File: src/rtl/tl_memtest_master.sv
// tl_memtest_master
//
// TileLink-UL initiator that self-tests a memory region. It writes word i of
// the region (address base + 4*i) with the value seed + i using PutFullData,
// then reads every word back with Get and checks the returned data. Only one
// transaction is ever outstanding.
//
// Ports
//   clk, rst         clock and asynchronous active-high reset
//   start            begin a test (sampled only while idle or done)
//   base_addr        region base; bits [1:0] are ignored
//   word_count       number of 32-bit words to test
//   seed             pattern seed
//   busy             high while a test is running
//   done             level, high once a test has finished
//   pass             valid while done; high iff no errors were seen
//   err_count        number of bad responses, saturating
//   first_err_addr   word address of the first bad response (0 if none)
//   a_*              TileLink-UL A channel (request, driven by this block)
//   d_*              TileLink-UL D channel (response, driven by the responder)

module tl_memtest_master #(
  parameter int SOURCE_WIDTH = 1,
  parameter int COUNT_WIDTH  = 16
) (
  input  logic                    clk,
  input  logic                    rst,
  input  logic                    start,
  input  logic [31:0]             base_addr,
  input  logic [COUNT_WIDTH-1:0]  word_count,
  input  logic [31:0]             seed,
  output logic                    busy,
  output logic                    done,
  output logic                    pass,
  output logic [COUNT_WIDTH-1:0]  err_count,
  output logic [31:0]             first_err_addr,
  output logic [2:0]              a_opcode,
  output logic [2:0]              a_param,
  output logic [3:0]              a_size,
  output logic [SOURCE_WIDTH-1:0] a_source,
  output logic [31:0]             a_address,
  output logic [3:0]              a_mask,
  output logic [31:0]             a_data,
  output logic                    a_corrupt,
  output logic                    a_valid,
  input  logic                    a_ready,
  input  logic [2:0]              d_opcode,
  input  logic [1:0]              d_param,
  input  logic [3:0]              d_size,
  input  logic [SOURCE_WIDTH-1:0] d_source,
  input  logic                    d_denied,
  input  logic [31:0]             d_data,
  input  logic                    d_corrupt,
  input  logic                    d_valid,
  output logic                    d_ready
);

  localparam logic [2:0] OP_PUT_FULL     = 3'd0;
  localparam logic [2:0] OP_GET          = 3'd4;
  localparam logic [2:0] OP_ACCESS_ACK   = 3'd0;
  localparam logic [2:0] OP_ACCESS_ACK_D = 3'd1;

  typedef enum logic [2:0] {
    IDLE,
    WR_REQ,
    WR_RESP,
    RD_REQ,
    RD_RESP,
    DONE
  } state_t;

  state_t                 state;
  logic [31:0]            base_q;
  logic [31:0]            seed_q;
  logic [COUNT_WIDTH-1:0] count_q;
  logic [COUNT_WIDTH-1:0] idx;

  logic [31:0] word_addr;
  logic [31:0] next_addr;
  logic [31:0] exp_data;
  logic [31:0] next_data;
  logic        last_word;
  logic        d_fire;
  logic        rsp_err;

  // Every A-channel field except address/data/opcode is fixed for the
  // single-beat, full-word accesses this block issues.
  assign a_param   = 3'd0;
  assign a_size    = 4'd2;
  assign a_source  = '0;
  assign a_mask    = 4'hF;
  assign a_corrupt = 1'b0;

  assign pass = done && (err_count == '0);

  // Response metadata is not needed: there is only one transaction in
  // flight, so the source ID and size carry no information.
  logic unused_d_fields;
  assign unused_d_fields = ^{d_param, d_size, d_source};

  // Address/data of the current word and its successor, plus the check of
  // the response arriving for the current word.
  always_comb begin
    word_addr = base_q + (32'(idx) << 2);
    next_addr = word_addr + 32'd4;
    exp_data  = seed_q + 32'(idx);
    next_data = exp_data + 32'd1;
    last_word = (idx == count_q - COUNT_WIDTH'(1));
    d_fire    = d_valid && d_ready;
    rsp_err   = 1'b0;
    case (state)
      WR_RESP: rsp_err = (d_opcode != OP_ACCESS_ACK) || d_denied;
      RD_RESP: rsp_err = (d_opcode != OP_ACCESS_ACK_D) || d_denied ||
                         d_corrupt || (d_data != exp_data);
      default: rsp_err = 1'b0;
    endcase
  end

  // Main sequencer. All bus and status outputs are registered here so that
  // a_valid never depends combinationally on a_ready, and the next request
  // is loaded in the same edge that accepts the previous response.
  always_ff @(posedge clk or posedge rst) begin
    if (rst) begin
      state          <= IDLE;
      base_q         <= '0;
      seed_q         <= '0;
      count_q        <= '0;
      idx            <= '0;
      busy           <= 1'b0;
      done           <= 1'b0;
      err_count      <= '0;
      first_err_addr <= '0;
      a_valid        <= 1'b0;
      a_opcode       <= 3'd0;
      a_address      <= '0;
      a_data         <= '0;
      d_ready        <= 1'b0;
    end else begin
      // Error bookkeeping: err_count==0 identifies the first error.
      if (d_fire && rsp_err) begin
        if (err_count != '1) begin
          err_count <= err_count + COUNT_WIDTH'(1);
        end
        if (err_count == '0) begin
          first_err_addr <= word_addr;
        end
      end

      case (state)
        IDLE, DONE: begin
          if (start) begin
            base_q         <= {base_addr[31:2], 2'b00};
            seed_q         <= seed;
            count_q        <= word_count;
            idx            <= '0;
            err_count      <= '0;
            first_err_addr <= '0;
            if (word_count == '0) begin
              state <= DONE;
              done  <= 1'b1;
              busy  <= 1'b0;
            end else begin
              state     <= WR_REQ;
              done      <= 1'b0;
              busy      <= 1'b1;
              a_valid   <= 1'b1;
              a_opcode  <= OP_PUT_FULL;
              a_address <= {base_addr[31:2], 2'b00};
              a_data    <= seed;
            end
          end
        end

        WR_REQ: begin
          if (a_valid && a_ready) begin
            a_valid <= 1'b0;
            d_ready <= 1'b1;
            state   <= WR_RESP;
          end
        end

        WR_RESP: begin
          if (d_valid) begin
            d_ready <= 1'b0;
            a_valid <= 1'b1;
            if (last_word) begin
              idx       <= '0;
              state     <= RD_REQ;
              a_opcode  <= OP_GET;
              a_address <= base_q;
              a_data    <= '0;
            end else begin
              idx       <= idx + COUNT_WIDTH'(1);
              state     <= WR_REQ;
              a_opcode  <= OP_PUT_FULL;
              a_address <= next_addr;
              a_data    <= next_data;
            end
          end
        end

        RD_REQ: begin
          if (a_valid && a_ready) begin
            a_valid <= 1'b0;
            d_ready <= 1'b1;
            state   <= RD_RESP;
          end
        end

        RD_RESP: begin
          if (d_valid) begin
            d_ready <= 1'b0;
            if (last_word) begin
              state <= DONE;
              done  <= 1'b1;
              busy  <= 1'b0;
            end else begin
              idx       <= idx + COUNT_WIDTH'(1);
              state     <= RD_REQ;
              a_valid   <= 1'b1;
              a_opcode  <= OP_GET;
              a_address <= next_addr;
              a_data    <= '0;
            end
          end
        end

        default: state <= IDLE;
      endcase
    end
  end

endmodule

File: config.mk
export PLATFORM = sky130hd
export DESIGN_NAME = tl_memtest_master
export DESIGN_NICKNAME = d
export VERILOG_FILES = /design/src/rtl/tl_memtest_master.sv
export SDC_FILE = /design/constraint.sdc
export NUM_CORES = 1
export LEC_CHECK = 0
export CORE_AREA = 3 3 181 183
export CTS_BUF_LIST = sky130_fd_sc_hd__clkbuf_2 sky130_fd_sc_hd__clkbuf_4 sky130_fd_sc_hd__clkbuf_8
export DETAILED_ROUTE_END_ITERATION = 6
export DIE_AREA = 0 0 184 186
export PLACE_DENSITY = 0.71
export SLEW_MARGIN = 30
export SYNTH_ARGS = -nofsm -noshare
export SYNTH_HDL_FRONTEND = slang
export SYNTH_SLANG_ARGS = --single-unit
File: constraint.sdc
create_clock -name clk -period 18.21 [get_ports clk]
set_input_delay 3.642 -clock clk [delete_from_list [all_inputs] [get_ports clk]]
set_output_delay 3.642 -clock clk [all_outputs]
set_load 0.02 [all_outputs]
==> results.txt <==
The count of standard-cell rows was 65. The commonest register cell after synthesis is sky130_fd_sc_hd__dfrtp_1. The relative area change from synthesis to final layout was 22.6%. TritonCTS built the clock tree. The tools report the number of remaining DRC errors as 0.

Setup repair after global routing left no endpoint under its margin. The period utilization is 35.4%. The clock slew seen by the registers of the worst setup and hold paths came out at 0.06 ns. Counting every sink on the clock net gives 212. The region available for standard cell placement spans 31400 um2.

The cell count after synthesis came out at 1807. The clock reaches the later pin of the worst-skew pair after 0.54 ns. Power comes to 2.95 mW.

STA classifies the critical path startpoint as a primary input. The worst setup path is captured at a flip-flop. Arrival time at the worst endpoint: 6.85 ns.

Static timing analysis puts the maximum clock frequency at 155 MHz. The setup clock skew after layout is 0.0215 ns, and the total standard cell area after synthesis is 14900 um2. The synthesis-stage register bit count was 212. Worst-path cell with the longest stage delay: sky130_fd_sc_hd__clkdlybuf4s50_1.

The initial utilization of the core area, before any placement, comes to 47.6%. The count of input and output buffers was 235. The required time of the critical path was 18.62 ns. Setup violations remaining at the end of the flow were counted as 0.

For flop-to-flop paths, the worst setup slack is 13.12 ns. Yosys mapped a number of flops with a built-in enable equal to 0. Once detail routing completed, the nets flagged for antenna violations numbered 0. The distinct cell type count after synthesis is 84.

The flow ran to the end, and the final reports show no timing, DRC or antenna violations. The via count normalized by instance count was 5.81; the die boundary height was 186 um. For the pin with the worst max-slew slack, the measured transition is 0.991 ns.

Summing all non-filler instances in the final layout gives an area of 18300 um2. The number of clock buffers inserted by TritonCTS was 39; the number of I/O pins was 262. The largest single stage delay on the critical path is 0.51 ns. For the number of global-route vias before repair, the log shows 13400. Among the stages of the critical path, the cell type that occurs most often is sky130_fd_sc_hd__nand4_1. The tools report the yosys synthesis warning count as 0. In the final routed layout, each cell accounts on average for 19.4 um. The first global-routing pass estimated 74300 um of wire. The post-route netlist has 5.84% of its cells at a drive strength greater than 1. Summed over all cells, the static leakage comes to 7.82 nW. The final layout contains routed wiring with a total length of 47100 um. The hold violation count in the final report is 0. At the placement stage, the worst setup path has a slack of 11.22 ns. The share of the Yosys chip area taken by registers is 35.5%. Entering global routing, the biggest net connects 95 pins. The worst setup path is of the primary input to flip-flop kind.

The die area is 34200 um2. The clock tree synthesis step divided the H-tree into 2 levels. The max-slew headroom at the worst pin was 33.9%. The run gives 14100 as the via count. 0 antenna diodes ended up in the layout. The buffer levels on the longest clock path is 3. The routability congestion estimate is 0.926. CTS placed an instance of sky130_fd_sc_hd__clkbuf_8 at the clock tree root. Before antenna repair, the detailed router went through 6 iterations. The average instance in the mapped netlist occupies 8.27 um2. Global routing used 26.9% of the available tracks.

The top cell types in the final layout, fill and taps aside, are 403 x sky130_fd_sc_hd__nand2_1, 235 x sky130_fd_sc_hd__clkdlybuf4s50_1, 212 x sky130_fd_sc_hd__dfrtp_1. The tightest min-delay check is of the flip-flop to flip-flop type. Grouping stages by cell kind, the critical path spends the most delay in simple AND/OR/NAND/NOR gates.

The final layout contains 2163 nets. The critical path contains buffers and inverters numbering 2 combined. For this design the ratio of total power to cell area is 161 nW/um2. The worst ir drop on vdd came out at 0.0000843 V. The chip width was 184 um; the final setup slack of the worst path was 11.77 ns.

The tools report the initial antenna violation count as 0. After detailed placement, the total cell area comes to 17400 um2. The commonest non-fill, non-tap cell in the layout was sky130_fd_sc_hd__nand2_1. Peak fanout along the critical path: 19.

Clock period minus worst slack: 6.44 ns. For this design, the CTS-stage hold fixing added 0 buffers. Across the run, the number of max-cap violations was 0. The sum of overflow across all layers after global routing was 0. In the synthesized netlist the async set-or-reset flop fraction comes to 100%.

Sum of net half-perimeters after detailed placement: 34500 um. Number of slew-limit violations in the final report: 0. Post-CTS repair changed the size of 0 cells. Setup total negative slack on the finished layout was measured at 0 ns.

Number of DRC violations after detailed-routing iteration 0: 1292. The critical path goes through clkdlybuf4s50_1, xor2_1, nor3_1, a2111oi_0, nand4_1, nor4_1, nand4_1, nor4_2, or2_2, nor2_4, buf_16, mux2i_1. For the number of buffers inserted by post-CTS setup repair, the log shows 0.
[stage by stage]
stage | hold WS [ns] | utilization, % | cells
6_report | 0.479 | 58.4 | 2424
5_1_grt | 0.512 | 58.4 | 2424
3_5_place_dp | 0.470 | 55.6 | 2355
3_3_place_gp | 0.467 | 55.4 | 2353
2_1_floorplan | 0.452 | - | 1822
4_1_cts | 0.484 | 58.3 | 2424
[where the power goes]
group / internal, mW / total (mW) / switching (mW)
Combinational: 0.643 / 1.58 / 0.935
Clock: 0.292 / 0.503 / 0.211
Sequential: 0.665 / 0.873 / 0.208
[Yosys cell counts, types with 18 or more instances]
cell                         n  area [um2]
sky130_fd_sc_hd__mux2i_1    47         470
sky130_fd_sc_hd__xor2_1     66         578
sky130_fd_sc_hd__nor2_1    121         454
sky130_fd_sc_hd__xnor2_1    90         788
sky130_fd_sc_hd__a21oi_1    70         350
sky130_fd_sc_hd__nand2_1   403        1510
sky130_fd_sc_hd__buf_4      24         180
sky130_fd_sc_hd__nand3_1    57         285
sky130_fd_sc_hd__nand2b_1   22         138
sky130_fd_sc_hd__and3_1     19         119
sky130_fd_sc_hd__clkbuf_1   58         218
sky130_fd_sc_hd__a22oi_1    21         158
sky130_fd_sc_hd__o21ai_0    82         410
sky130_fd_sc_hd__a31oi_1    21         131
sky130_fd_sc_hd__dfrtp_1   212        5310
sky130_fd_sc_hd__nor3_1     29         145
sky130_fd_sc_hd__nand4_1    34         213
sky130_fd_sc_hd__nor4_1     18         113
sky130_fd_sc_hd__or3_1      21         131
sky130_fd_sc_hd__buf_2      27         135
sky130_fd_sc_hd__ha_1       38         475
sky130_fd_sc_hd__inv_1      29         109
[final timing paths]
path,from,end,depth (start not counted)
worst max-delay path,d_data[18],first_err_addr[4],12
worst min-delay path,a_address[13],a_address[13],2
worst max register to register,idx[4],first_err_addr[4],13
worst min register to register,a_address[13],a_address[13],2
max in group asynchronous,rst,count_q[11],3
min in group asynchronous,rst,first_err_addr[6],2
[worst register-to-register path: cells and delay by family, from the launching register on]
| family | cells | cell delay [ns] |
|---|---|---|
| flip-flops | 1 | 0.51 |
| AND/OR/NAND/NOR | 5 | 1.42 |
| buffers and inverters | 1 | 0.21 |
| adder cells (fa/ha/maj) | 1 | 0.47 |
| AO/OA/AOI/OAI | 4 | 1.82 |
| multiplexers | 2 | 0.54 |
[cell type report]
cell class                      instances  area (um2)
Clock buffer                           62         797
Clock inverter                          7        68.8
Fill cell                            2879       13100
Inverter                               29         116
Multi-Input combinational cell       1463        9040
Sequential cell                       212        5310
Tap cell                              402         503
Timing Repair Buffer                  249        2490
[registers in the layout, summed over array words and instances (netlist names)]
name and count:
state 3, d_ready 1, busy 1, seed_q 32, idx 16, first_err_addr 32, a_valid 1, a_address 30
a_opcode 1, base_q 30, a_data 32, err_count 16, count_q 16, done 1
[cell families (layout without fill, tap and decap cells)]
logic type	Yosys count	count (layout)	share of synthesized area, %
muxes	50	50	3.37
and+or+nand+nor	829	829	26.3
AOI/OAI and AO/OA	363	363	16.3
DFF	212	212	35.5
buffers and inverters	147	347	4.73
adders and majority gates	40	40	3.45
xor gates and xnor gates	164	164	10.3
other	2	17	0.0503
[per-layer routing]
metal	part of all wire [%]	GRT usage (%)
met5	0	0
met1	45	38.3
met3	6.9	3.77
met2	46	43.9
met4	2.0	6.05
Note: power is estimated with default switching activity, not from simulation.
